**config.mk**
```make
export PLATFORM = sky130hd
export DESIGN_NAME = dsp48a1_slice
export DESIGN_NICKNAME = d
export VERILOG_FILES = /design/src/rtl/dsp48a1_slice.sv
export SDC_FILE = /design/constraint.sdc
export NUM_CORES = 2
export LEC_CHECK = 0
export ABC_AREA = 1
export ABC_CLOCK_PERIOD_IN_PS = 6750
export CORE_ASPECT_RATIO = 1.5
export CORE_MARGIN = 5
export CORE_UTILIZATION = 60
export CTS_CLUSTER_DIAMETER = 60
export DETAILED_ROUTE_END_ITERATION = 12
export MAX_ROUTING_LAYER = met4
export PLACE_DENSITY = 0.92
export REMOVE_ABC_BUFFERS = 1
export SLEW_MARGIN = 20
export SYNTH_ARGS = -nofsm -noshare
export SYNTH_HDL_FRONTEND = slang
export SYNTH_HIERARCHICAL = 1
export SYNTH_SLANG_ARGS = --single-unit
```
**constraint.sdc**
```tcl
create_clock -name clk -period 6.75 [get_ports clk]
set_input_delay 0.675 -clock clk [delete_from_list [all_inputs] [get_ports clk]]
set_output_delay 0.675 -clock clk [all_outputs]
set_load 0.1 [all_outputs]
```
**src/rtl/dsp48a1_slice.sv**
```systemverilog
// Single DSP48A1-style slice: 18-bit pre-adder, 18x18 multiplier, 48-bit post-adder/accumulator.
// Optional elaboration-time parameter checking is enabled by defining DSP_PARAM_CHECK_EN.

module dsp48a1_stage #(
    parameter int W  = 1,
    parameter bit EN = 1'b1
) (
    input  logic         clk,
    input  logic         rst,
    input  logic         ce,
    input  logic [W-1:0] d,
    output logic [W-1:0] q
);
    logic [W-1:0] r;

    always_ff @(posedge clk) begin
        if (rst)
            r <= '0;
        else if (ce)
            r <= d;
    end

    // Unregistered stages bypass the flop; synthesis drops the unused register.
    assign q = EN ? r : d;
endmodule

module dsp48a1_slice #(
    parameter int    A0REG       = 0,
    parameter int    A1REG       = 1,
    parameter int    B0REG       = 0,
    parameter int    B1REG       = 1,
    parameter int    CREG        = 1,
    parameter int    DREG        = 1,
    parameter int    MREG        = 1,
    parameter int    PREG        = 1,
    parameter int    CARRYINREG  = 1,
    parameter int    CARRYOUTREG = 1,
    parameter int    OPMODEREG   = 1,
    parameter string CARRYINSEL  = "OPMODE5",
    parameter string B_INPUT     = "DIRECT",
    parameter string RSTTYPE     = "SYNC"
) (
    input  logic        clk,
    input  logic        RSTA,
    input  logic        RSTB,
    input  logic        RSTC,
    input  logic        RSTD,
    input  logic        RSTM,
    input  logic        RSTP,
    input  logic        RSTCARRYIN,
    input  logic        RSTOPMODE,
    input  logic        CEA,
    input  logic        CEB,
    input  logic        CEC,
    input  logic        CED,
    input  logic        CEM,
    input  logic        CEP,
    input  logic        CECARRYIN,
    input  logic        CEOPMODE,
    input  logic [17:0] A,
    input  logic [17:0] B,
    input  logic [17:0] BCIN,
    input  logic [17:0] D,
    input  logic [47:0] C,
    input  logic [47:0] PCIN,
    input  logic        CARRYIN,
    input  logic [7:0]  OPMODE,
    output logic [47:0] P,
    output logic [47:0] PCOUT,
    output logic [35:0] M,
    output logic [17:0] BCOUT,
    output logic        CARRYOUT,
    output logic        CARRYOUTF
);

`ifdef DSP_PARAM_CHECK_EN
    if (A0REG > 1 || A0REG < 0 || A1REG > 1 || A1REG < 0 || B0REG > 1 || B0REG < 0 ||
        B1REG > 1 || B1REG < 0 || CREG > 1 || CREG < 0 || DREG > 1 || DREG < 0 ||
        MREG > 1 || MREG < 0 || PREG > 1 || PREG < 0 || CARRYINREG > 1 || CARRYINREG < 0 ||
        CARRYOUTREG > 1 || CARRYOUTREG < 0 || OPMODEREG > 1 || OPMODEREG < 0) begin : g_bad_reg
        $fatal(1, "dsp48a1_slice: every *REG parameter must be 0 or 1");
    end
    if (CARRYINSEL != "OPMODE5" && CARRYINSEL != "CARRYIN") begin : g_bad_cysel
        $fatal(1, "dsp48a1_slice: CARRYINSEL must be OPMODE5 or CARRYIN");
    end
    if (B_INPUT != "DIRECT" && B_INPUT != "CASCADE") begin : g_bad_binput
        $fatal(1, "dsp48a1_slice: B_INPUT must be DIRECT or CASCADE");
    end
    if (RSTTYPE != "SYNC") begin : g_bad_rsttype
        $fatal(1, "dsp48a1_slice: only RSTTYPE SYNC is supported");
    end
`endif

    // Anything other than the alternate string falls back to the default source.
    localparam bit CY_FROM_PORT = (CARRYINSEL == "CARRYIN");
    localparam bit B_CASCADE    = (B_INPUT == "CASCADE");

    logic [17:0] a0_q, a1_q, b_src, b0_q, b1_d, b1_q, d_s, preadd;
    logic [7:0]  op;
    logic [35:0] mult, m_q;
    logic [47:0] c_q, x_mux, z_mux, p_q;
    logic        cyi_d, cyi_q, cyo_q;
    logic [48:0] post;

    dsp48a1_stage #(.W(8), .EN(OPMODEREG != 0)) u_opmode (
        .clk(clk), .rst(RSTOPMODE), .ce(CEOPMODE), .d(OPMODE), .q(op));

    dsp48a1_stage #(.W(18), .EN(A0REG != 0)) u_a0 (
        .clk(clk), .rst(RSTA), .ce(CEA), .d(A), .q(a0_q));
    dsp48a1_stage #(.W(18), .EN(A1REG != 0)) u_a1 (
        .clk(clk), .rst(RSTA), .ce(CEA), .d(a0_q), .q(a1_q));

    assign b_src = B_CASCADE ? BCIN : B;
    dsp48a1_stage #(.W(18), .EN(B0REG != 0)) u_b0 (
        .clk(clk), .rst(RSTB), .ce(CEB), .d(b_src), .q(b0_q));

    dsp48a1_stage #(.W(18), .EN(DREG != 0)) u_d (
        .clk(clk), .rst(RSTD), .ce(CED), .d(D), .q(d_s));

    assign preadd = op[6] ? (d_s - b0_q) : (d_s + b0_q);
    assign b1_d   = op[4] ? preadd : b0_q;

    dsp48a1_stage #(.W(18), .EN(B1REG != 0)) u_b1 (
        .clk(clk), .rst(RSTB), .ce(CEB), .d(b1_d), .q(b1_q));

    assign mult = {18'd0, a1_q} * {18'd0, b1_q};
    dsp48a1_stage #(.W(36), .EN(MREG != 0)) u_m (
        .clk(clk), .rst(RSTM), .ce(CEM), .d(mult), .q(m_q));

    dsp48a1_stage #(.W(48), .EN(CREG != 0)) u_c (
        .clk(clk), .rst(RSTC), .ce(CEC), .d(C), .q(c_q));

    always_comb begin
        x_mux = '0;
        case (op[1:0])
            2'd1:    x_mux = {12'd0, m_q};
            2'd2:    x_mux = p_q;
            2'd3:    x_mux = {d_s[11:0], a1_q, b1_q};
            default: x_mux = '0;
        endcase
    end

    always_comb begin
        z_mux = '0;
        case (op[3:2])
            2'd1:    z_mux = PCIN;
            2'd2:    z_mux = p_q;
            2'd3:    z_mux = c_q;
            default: z_mux = '0;
        endcase
    end

    assign cyi_d = CY_FROM_PORT ? CARRYIN : op[5];
    dsp48a1_stage #(.W(1), .EN(CARRYINREG != 0)) u_cyi (
        .clk(clk), .rst(RSTCARRYIN), .ce(CECARRYIN), .d(cyi_d), .q(cyi_q));

    // Bit 48 of the 49-bit result is the carry (or borrow, when subtracting).
    always_comb begin
        post = '0;
        if (op[7])
            post = {1'b0, z_mux} - ({1'b0, x_mux} + {48'd0, cyi_q});
        else
            post = {1'b0, z_mux} + {1'b0, x_mux} + {48'd0, cyi_q};
    end

    dsp48a1_stage #(.W(48), .EN(PREG != 0)) u_p (
        .clk(clk), .rst(RSTP), .ce(CEP), .d(post[47:0]), .q(p_q));
    dsp48a1_stage #(.W(1), .EN(CARRYOUTREG != 0)) u_cyo (
        .clk(clk), .rst(RSTCARRYIN), .ce(CECARRYIN), .d(post[48]), .q(cyo_q));

    assign P         = p_q;
    assign PCOUT     = p_q;
    assign M         = m_q;
    assign BCOUT     = b1_q;
    assign CARRYOUT  = cyo_q;
    assign CARRYOUTF = cyo_q;

endmodule

```
==> flow_metrics.tcl <==
set metrics [dict create \
    status "finished, final reports clean" \
    met1_usage_pct 44.1 \
    worst-path-buf-inv 5 \
    rsz0062_at_grt "no" \
    start_util_pct 60.6 \
    worstMarginPinSlew_ns 1.13 \
    maxSlewViolCount 0 \
    p_leak_nw 20.5 \
    ys.flop_type "dfxtp_1" \
    finalSetupTns_ns 0 \
    die_y_um 293 \
    met3_usage_pct 6.23 \
    grt_max_degree 73 \
    dp_cells 6051 \
    io_buffers 326 \
    worst_path_most_repeated_cell "fa_1" \
    setup_viol 0 \
    n_fill_cell 4753 \
    place_hpwl_um 99000 \
    whs_ns 0.475 \
    async_reset_ff_share_pct 0 \
    crit_chain "nand2_1 -> fa_1 -> fa_1 -> inv_1 -> fa_1 -> fa_1 -> fa_1 -> inv_1 -> fa_1 -> inv_1 -> ha_1 -> nand2_1 -> nor2_1 -> inv_1 -> nor2_1 -> o21ai_0 -> nand4_1 -> xor2_1 -> inv_1 -> nand2_1 -> nand2_1 -> nor2_1" \
    fin_crit_ns 6.25 \
    worstPathRequired_ns 7.19 \
    holdBufCountCts 0 \
    remaining_drc_errors 0 \
    cp_max_fo 15 \
    placed_cell_area_mm2 0.0351 \
    yosys.area_share.xor_xnor_pct 1.80 \
    htreeDepth 4 \
    die_w_um 199 \
    relSlewSlack_pct 24.2 \
    end_kind "flip-flop" \
    design_area_mm2 0.0357 \
    cts_made_buffers 17 \
    peakVddDrop_mv 0.262 \
    cts_tree "done" \
    rows 103 \
    fmax_mhz 160 \
    max_stage_delay_ns 0.92 \
    grt_pass1_wl_um 181000 \
    gp_congestion 1.07 \
    io_pins 346 \
    clock_sinks 196 \
    ant_nets 0 \
    syn_to_final_growth_pct 11.4 \
    vias 33800 \
    drt-initial-drc-count 2864 \
    r2r_slack_ns 0.50 \
    ys_seq_area_share_pct 12.2 \
    syn_inst 5234 \
    cp_slowest_cell "dfxtp_1" \
    detail_route.wl_per_cell_um 19.5 \
    drv_cap 0 \
    dieArea_mm2 0.0582 \
    clk_pin_slew_ns 0.09 \
    synthSimpleGateAreaFrac_pct 31.0 \
    grt_pass1_vias 34200 \
    coreArea_mm2 0.0528 \
    worstSkewPairLatency_ns 0.51 \
    hold_viol_final 0 \
    critPathTopFamily "adder cells" \
    overflow 0 \
    path_class "flip-flop to flip-flop" \
    cts_resized 0 \
    synth_warnings 6 \
    top_usage_layer "met2" \
    p_per_area_mw_per_mm2 213 \
    syn-cell-area_mm2 0.0320 \
    worstPathArrival_ns 6.69 \
    yosys_register_bits 196 \
    yosys-top-cells-area "nand2_1 (18%), fa_1 (16%), inv_1 (13%), dfxtp_1 (12%), ha_1 (10%)" \
    synth_compound_area_share_pct 9.63 \
    cts_max_path_buffers 2 \
    yosys.area.top_type_share_pct 18.2 \
    grtUsageTotal_pct 41.3 \
    synth.largest_area_cell "nand2_1" \
    period_share_pct 92.7 \
    avgSynthCellArea_um2 6.12 \
    startpoint_type "flip-flop" \
    cts_setup_buffers 0 \
    synth_top_family_by_area "simple AND/OR/NAND/NOR gates" \
    synth_edf_count 0 \
    hold_class "flip-flop to flip-flop" \
    fin_cells 6088 \
    ys_types 52 \
    grt_antenna_before_repair 5 \
    drt_first_pass_iters 7 \
    postRouteWirelength_um 119000 \
    drive_gt1_share_pct 3.87 \
    cts_root_buffer "clkbuf_16" \
    vias_per_cell 5.55 \
    synth.area.mux_share_pct 0 \
    skew_ns 0.0254 \
    fin_nets 6110 \
    synthAdderAreaFrac_pct 26.7 \
    grt_use_met2_pct 68.3 \
]
[path summary, 6_finish.rpt]
path / from / end / cells past startpoint
setup / recovery: u_a1/q[12] / u_m/q[26] / 22
hold / removal: u_c/q[6] / u_c/q[6] / 2
setup reg to reg: u_a1/q[12] / u_m/q[26] / 22
hold reg to reg: u_c/q[6] / u_c/q[6] / 2
[where the power goes]
part           internal [mW]  switching (mW)
clock network          0.565           0.573
registers               1.27           0.223
logic                   1.50            3.46
[cell type report]
type / instances / area [um^2] / area share, %
diodes: 5 / 12.5 / 0.0351
clock buffers: 17 / 425 / 1.19
clock inverters: 15 / 193 / 0.540
inverters: 1166 / 4380 / 12.3
multi-input cells: 3614 / 22200 / 62.1
flip-flops and latches: 196 / 3930 / 11.0
well taps: 682 / 853 / 2.39
repair buffers: 393 / 3750 / 10.5
[sequential cells by signal (all words and copies together) (netlist names)]
| signal | flops |
|---|---|
| u_a1/q | 18 |
| u_b1/q | 18 |
| u_c/q | 48 |
| u_cyi/q | 1 |
| u_cyo/q | 1 |
| u_d/q | 18 |
| u_m/q | 36 |
| u_opmode/q | 8 |
| u_p/q | 48 |
[cells in the mapped netlist, types with 7 or more instances]
cell type,instances
nand2_1,1555
inv_1,1150
nor2_1,616
ha_1,267
fa_1,261
a21oi_1,224
o21ai_0,198
dfxtp_1,196
nand3_1,145
buf_4,91
clkbuf_1,87
xor2_1,47
nand4_1,44
o211ai_1,34
buf_6,32
buf_2,25
nor2_2,24
buf_1,23
nand2_2,23
a21o_1,22
nor3_1,22
o21bai_1,20
xnor2_1,19
inv_2,14
nand3b_1,9
a21boi_0,8
nand2_4,7
o21ai_1,7
[through the flow]
| step | worst slack [ns] | utilization, % | total power [mW] |
|---|---|---|---|
| floorplan | 0.718 | - | 4.83 |
| global placement | 0.745 | 66.4 | 6.27 |
| detailed placement | 0.666 | 66.4 | 6.33 |
| CTS | 0.617 | 67.6 | 7.50 |
| global route | 0.215 | 67.6 | 8.06 |
| finish | 0.496 | 67.6 | 7.60 |
[logic make-up (layout without fill, tap and decap cells)]
family          after synthesis  after routing
other cells                   0              5
buf+inv                    1424           1591
compound gates              549            549
flops                       196            196
xor+xnor                     66             66
fa+ha+maj                   528            528
simple gates               2471           2471
[layout by cell type, fill, tap and decap left out, drive strengths merged]
master	n
or2	2
clkbuf	17
inv	1169
nand4	44
clkinvlp	2
a21o	22
xor2	47
o21a	3
xnor2	19
diode	5
o211ai	35
a21boi	8
a21oi	231
o22ai	3
dfxtp	196
o2bb2ai	2
o21bai	21
o221ai	1
nor4	3
ha	267
bufinv	2
a221oi	3
a31oi	4
buf	72
nor3	27
a211oi	2
clkinv	8
nand3	152
o21ai	211
and2	7
nor2	641
o31ai	3
nand3b	10
nand2	1585
clkdlybuf4s50	321
fa	261
[worst min-delay path, cell delays in order (launching register included)]
cell	delay, ns
dfxtp_1	0.31
nor2_1	0.08
nor2_1	0.05
[metal layers]
layer	wire length, um	share of wire (%)
met1	40600	34
met2	56800	48
met3	9580	8.1
met4	11900	10
met5	0	0
Note: power is estimated with default switching activity, not from simulation.
